[config.mk]
export PLATFORM = sky130hd
export DESIGN_NAME = hazard_ctrl
export DESIGN_NICKNAME = d
export VERILOG_FILES = /design/src/rtl/hazard_ctrl.sv
export SDC_FILE = /design/constraint.sdc
export NUM_CORES = 1
export LEC_CHECK = 0
export BUFFER_PORTS_ARGS = -buffer_cell sky130_fd_sc_hd__buf_2
export CAP_MARGIN = 20
export CORE_MARGIN = 4
export CORE_UTILIZATION = 55
export CTS_CLUSTER_SIZE = 20
export DETAILED_ROUTE_END_ITERATION = 16
export GPL_TIMING_DRIVEN = 0
export PLACE_DENSITY = 0.85
export SYNTH_ARGS = -nofsm -noshare
export SYNTH_HDL_FRONTEND = slang
export SYNTH_SLANG_ARGS = --single-unit
export TNS_END_PERCENT = 50
[constraint.sdc]
create_clock -name clk -period 3.3 [get_ports clk]
set_input_delay 0.33 -clock clk [delete_from_list [all_inputs] [get_ports clk]]
set_output_delay 0.33 -clock clk [all_outputs]
set_load 0.02 [all_outputs]
[src/rtl/hazard_ctrl.sv]
// Stall/flush controller for the 5-stage pipeline: load-use FSM covering dcache
// misses and bubble insertion, deferred branch/jump flushes, saturating perf counters.
module hazard_ctrl #(
    parameter int REG_W      = 5,
    parameter int LU_BUBBLES = 1,
    parameter int CNT_W      = 16
) (
    input  logic             clk,
    input  logic             rst,
    input  logic             id_jump,
    input  logic             ex_branch,
    input  logic             ex_mispredict,
    input  logic [REG_W-1:0] ex_rs,
    input  logic [REG_W-1:0] ex_rt,
    input  logic             mem_load,
    input  logic [REG_W-1:0] mem_rd,
    input  logic             dhit,
    input  logic             perf_clr,
    output logic             stall,
    output logic             id_flush,
    output logic             ex_flush,
    output logic             mem_flush,
    output logic             busy,
    output logic [CNT_W-1:0] stall_cnt,
    output logic [CNT_W-1:0] flush_cnt
);

    typedef enum logic [1:0] {
        RUN    = 2'd0,
        MISS   = 2'd1,
        BUBBLE = 2'd2
    } state_t;

    localparam bit         HAS_BUB   = (LU_BUBBLES > 0);
    localparam bit         MULTI_BUB = (LU_BUBBLES > 1);
    localparam logic [2:0] BUB_INIT  = HAS_BUB ? 3'(LU_BUBBLES - 1) : 3'd0;

    state_t     state, state_nxt;
    logic [2:0] bub, bub_nxt;
    logic       haz;
    logic       br_flush;
    logic       stall_raw;
    logic       mem_flush_raw;
    logic       any_flush;

    function automatic logic [CNT_W-1:0] sat_inc(input logic [CNT_W-1:0] v,
                                                 input logic en);
        return (en && (v != {CNT_W{1'b1}})) ? v + CNT_W'(1) : v;
    endfunction

    // $zero never carries a real dependency, so a load to r0 is ignored.
    assign haz = mem_load && (mem_rd != '0) && ((mem_rd == ex_rs) || (mem_rd == ex_rt));

    always_ff @(posedge clk or posedge rst) begin
        if (rst) begin
            state <= RUN;
            bub   <= 3'd0;
        end else begin
            state <= state_nxt;
            bub   <= bub_nxt;
        end
    end

    always_comb begin
        state_nxt     = state;
        bub_nxt       = bub;
        stall_raw     = 1'b0;
        mem_flush_raw = 1'b0;
        case (state)
            RUN: begin
                if (haz) begin
                    if (!dhit) begin
                        stall_raw = 1'b1;
                        state_nxt = MISS;
                    end else if (HAS_BUB) begin
                        stall_raw     = 1'b1;
                        mem_flush_raw = 1'b1;
                        bub_nxt       = BUB_INIT;
                        state_nxt     = MULTI_BUB ? BUBBLE : RUN;
                    end
                end
            end
            MISS: begin
                stall_raw = 1'b1;
                if (dhit) begin
                    state_nxt = RUN;
                    if (HAS_BUB) begin
                        mem_flush_raw = 1'b1;
                        bub_nxt       = BUB_INIT;
                        if (MULTI_BUB) state_nxt = BUBBLE;
                    end else begin
                        stall_raw = 1'b0;
                    end
                end
            end
            BUBBLE: begin
                // bub counts bubbles still owed including this one.
                stall_raw     = 1'b1;
                mem_flush_raw = 1'b1;
                if (bub <= 3'd1) begin
                    bub_nxt   = 3'd0;
                    state_nxt = RUN;
                end else begin
                    bub_nxt = bub - 3'd1;
                end
            end
            default: state_nxt = RUN;
        endcase
    end

    // Frozen EX/ID re-present a pending branch/jump, so flushes simply wait for stall=0.
    always_comb begin
        br_flush  = ex_branch && ex_mispredict;
        stall     = stall_raw && !rst;
        mem_flush = mem_flush_raw && !rst;
        id_flush  = !stall_raw && !rst && (id_jump || br_flush);
        ex_flush  = !stall_raw && !rst && br_flush;
        busy      = (state != RUN);
        any_flush = id_flush || ex_flush || mem_flush;
    end

    always_ff @(posedge clk or posedge rst) begin
        if (rst) begin
            stall_cnt <= '0;
            flush_cnt <= '0;
        end else if (perf_clr) begin
            stall_cnt <= '0;
            flush_cnt <= '0;
        end else begin
            stall_cnt <= sat_inc(stall_cnt, stall);
            flush_cnt <= sat_inc(flush_cnt, any_flush);
        end
    end

endmodule

### After elaboration in Yosys (flattened, before gate mapping)

Cells that the tools add are included.

* flip-flop bits (word level): 37
* bits in latches: 0
* bits in writable memories: 0
* memory bits (read-only): 0
* logic and storage cells: 60
* memories: 0

* add/sub/neg operators: 3
* multipliers: 0
* divide/modulo/power cells: 0
* magnitude comparators: 1
* equal/unequal tests: 9
* shift-type cells: 0
* mux-type cells: 18
* bitwise gates (word level): 0
* reduce and logical (&&, ||, !) cells: 25

Operator list (count)
* $mux W16: 4
* $add A16 B1 Y16 const B: 2
* $ne A16 B16 Y1 const B: 2
* $eq A5 B5 Y1: 2
* $logic_and A1 B1 Y1: 10
* $mux W3: 3
* $pmux W3 S3: 1
* $mux W2: 3
* $ne A2 B2 Y1 const B: 3
* $pmux W2 S3: 1
* $reduce_bool A2 Y1: 3
* $reduce_bool A5 Y1: 1
* $logic_or A1 B1 Y1: 4
* $mux W1: 4
* $le A3 B1 Y1 const B: 1
* $pmux W1 S3: 1
* $reduce_and A3 Y1: 1
* $reduce_bool A3 Y1: 1
* $sub A3 B1 Y3 const B: 1
* $eq A2 B1 Y1 const B: 1
* $eq A2 B2 Y1 const B: 1
* $logic_not A1 Y1: 2
* $logic_not A2 Y1: 1
* $pmux W1 S2: 1
* 2 further kinds: 2

### Logic depth before layout (Yosys ltp)

* word-level depth: 13
* depth in mapped cells: 9
* gate-level depth less buffers: 8

### Worst setup path after synthesis

Ideal clock, no wire load.

* path kind: register -> register
* start point: reg flush_cnt[0]
* end point: reg flush_cnt[9]
* setup time: 128 ps
* data arrival time: 2066 ps
* data required time: 3172 ps
* path slack: 1106 ps
* stages on the path, launching flop included: 8
* cells stage by stage: dfrtp_1 -> ha_1 -> inv_1 -> nor2_1 -> a31o_2 -> a211o_4 -> nor4_1 -> mux2_1

* cells in the longest elaborated chain, start to end: 3
* elaborated cells on any way between the ends: 6

RTL lines
* from (decl): RTL line 25 `output logic [CNT_W-1:0] flush_cnt`
* from (signal assigned): RTL line 131 `flush_cnt <= sat_inc(flush_cnt, any_flush);`
* $add A16 B1 Y16 / $ne A16 B16 Y1 (equally long branches): RTL line 48 `return (en && (v != {CNT_W{1'b1}})) ? v + CNT_W'(1) : v;`
* $mux W16 / $logic_and A1 B1 Y1 (equally long branches): RTL line 48
* $mux W16 / $reduce_bool A2 Y1 (equally long branches)

Parallel ways exist; a longest one is shown, timed or not. The select of a mux whose other input is x is not followed.
A chain may end at the register's enable or synchronous reset.

### Worst setup path after layout

Ends and elaborated chain as after synthesis.

==> qor.yml <==
status: "completed"
dieArea_mm2: 0.00457
cp_cell_sequence: "ha_1 > inv_1 > nor2_1 > a31o_2 > a211o_4 > nor4_1 > mux2_1"
crit_fanout: 8
drv_cap: 0
cts_resized: 0
synthArstFlopShare_pct: 100
htree_levels: 2
slowest_stage: "dfrtp_1"
cts.sinks: 33
p_leak_nw: 1.13
hpwlAfterDp_um: 3650
rr_worst_depth: 7
cts_setup_buffers: 0
endpoint_kind: "flip-flop"
yosysSeqAreaShare_pct: 42.3
slowest_delay_ps: 480
fin_crit_ps: 2340
final.setup_skew_ps: 16.7
path_class: "reg -> reg"
syn_area_per_cell_um2: 9.08
ys_ff_latch: 33
synthCells: 215
crit_path_end: "flush_cnt[9]"
antenna_found_initial: 0
port-buffer-count: 58
seqCellArea_um2: 826
timing.hold.ws_ps: 154
num_vias: 1846
worst-r2r-setup-slack_ps: 960
cts-buffers-inserted: 5
grt_pass1_wl_um: 7800
worst_pin_slew_ps: 777
start_util_pct: 57.6
row_count: 21
cellPowerDensity_mw_per_mm2: 314
grt-ovfl-total: 0
diodes: 0
clock_latency_ps: 350
r2r-end: "flush_cnt[9]"
area_growth_pct: 22.1
ant_nets: 0
period_share_pct: 70.9
drv_slew: 0
io_pins: 60
first_pass_iters: 4
coreArea_mm2: 0.00339
drt_iter0_drc: 177
start_kind: "flip-flop"
hp-class: "in -> async"
grt_usage_pct: 22.2
tns_ps: 0
wl_per_cell_um: 14.5
drc: 0
cp.required_ps: 3550
cts_buffer_depth: 2
die_w_um: 67.6
cp.arrival_ps: 2590
crit_path_start: "flush_cnt[0]"
maxSlewHeadroom_pct: 48.2
cts_root_buffer: "clkbuf_4"
synth-edff-count: 0
viasPerCell: 5.63
gp_congestion: 0.862
fin_nets: 306
synth-main-ff-cell: "dfrtp_1"
setup-violations-final: 0
hold_viol: 0
cts_tree: "yes"
max_freq_mhz: 427
r2r-start: "flush_cnt[0]"
synth.distinct_cells: 39
wl_um: 4750
final.fill_count: 260
yosysWarnings: 0
grt_pass1_vias: 1773
cts_hold_buf: 0
rsz0062_at_grt: "no"
syn_nets: 240
vdd_drop_max_mv: 0.253
clkTransAtPathRegs_ps: 120
grt_max_degree: 21
syn_area_mm2: 0.00195
multi_input_area_mm2: 0.00106
fp.dieH_um: 67.6
drive_above_1_share_pct: 28.0
-- cell usage after synthesis (all sizes together) (6+ instances only) --
| cell | instances | area, um2 |
|---|---|---|
| nand3 | 10 | 50.1 |
| dfrtp | 33 | 826 |
| nor2 | 28 | 105 |
| xnor2 | 13 | 114 |
| or3 | 9 | 56.3 |
| xor2 | 13 | 114 |
| inv | 8 | 30.0 |
| o21ai | 11 | 77.6 |
| nor3 | 13 | 75.1 |
| a21oi | 12 | 60.1 |
| nor4 | 6 | 37.5 |
| nand2 | 18 | 67.6 |
-- cell usage in the layout (no fill, tap or decap), drive strengths merged, types with 3 or more instances in the layout --
cell type / count
and3: 3
or3: 9
nor4: 6
or4: 3
xnor2: 13
dfrtp: 33
nand4: 4
inv: 8
clkbuf: 8
buf: 63
a21oi: 12
o21ai: 11
nand3: 10
and2: 3
nor3: 13
nand2: 18
nor2: 28
xor2: 13
-- logic make-up after synthesis --
logic type / synth area share [%]
muxes: 2.18
and+or+nand+nor: 26.0
buffers and inverters: 3.40
AOI/OAI and AO/OA: 13.1
DFF: 42.3
adders and majority gates: 1.28
xor gates and xnor gates: 11.7
-- worst max-delay path: cells and delay by family, from the launching register on --
| family | cells | cell delay, ps |
|---|---|---|
| multiplexers | 1 | 350 |
| AO/OA/AOI/OAI | 2 | 610 |
| adder cells (fa/ha/maj) | 1 | 290 |
| AND/OR/NAND/NOR | 2 | 410 |
| buffers and inverters | 1 | 100 |
| flip-flops | 1 | 480 |
-- through the flow --
step | utilization (%) | instances | setup WS [ps] | power (mW) | instance area [um2]
floorplan | - | 215 | 1110 | 0.487 | 1950
global placement | 67.8 | 319 | 825 | 0.523 | 2300
detailed placement | 68.7 | 320 | 810 | 0.530 | 2330
CTS | 70.3 | 328 | 978 | 0.751 | 2380
global route | 70.3 | 328 | 816 | 0.779 | 2380
finish | 70.3 | 328 | 960 | 0.747 | 2380
-- layer usage --
| metal | wire length, um | track usage, % |
|---|---|---|
| met4 | 50 | 5.82 |
| met1 | 2040 | 27.7 |
| met2 | 2290 | 37.9 |
| met3 | 372 | 5.66 |
| met5 | 0 | 0 |
-- state kept, by name, indices dropped and copies added, names as in the netlist --
| name | count |
|---|---|
| flush_cnt | 16 |
| state | 1 |
| stall_cnt | 16 |
-- cell type report --
| class | count | area share (%) |
|---|---|---|
| multi-input cells | 167 | 44.5 |
| flip-flops and latches | 33 | 34.7 |
| repair buffers | 59 | 13.3 |
| well taps | 46 | 2.42 |
| clock buffers | 5 | 1.58 |
| plain buffers | 7 | 1.52 |
| inverters | 8 | 1.26 |
| clock inverters | 3 | 0.735 |
-- worst min-delay path by stage --
stage	startpoint	to	depth (start not counted)
after detailed placement	rst	stall_cnt[15]	2
after CTS	rst	flush_cnt[15]	2
after global routing	rst	flush_cnt[15]	2
after global placement	stall_cnt[10]	stall_cnt[10]	2
after floorplan	rst	flush_cnt[0]	1
final	rst	flush_cnt[15]	2
-- power by group --
part	internal, mW	switching [mW]
clock	0.0802	0.144
combinational	0.0411	0.0678
sequential	0.408	0.00639
total	0.529	0.218
Note: power is estimated with default switching activity, not from simulation.
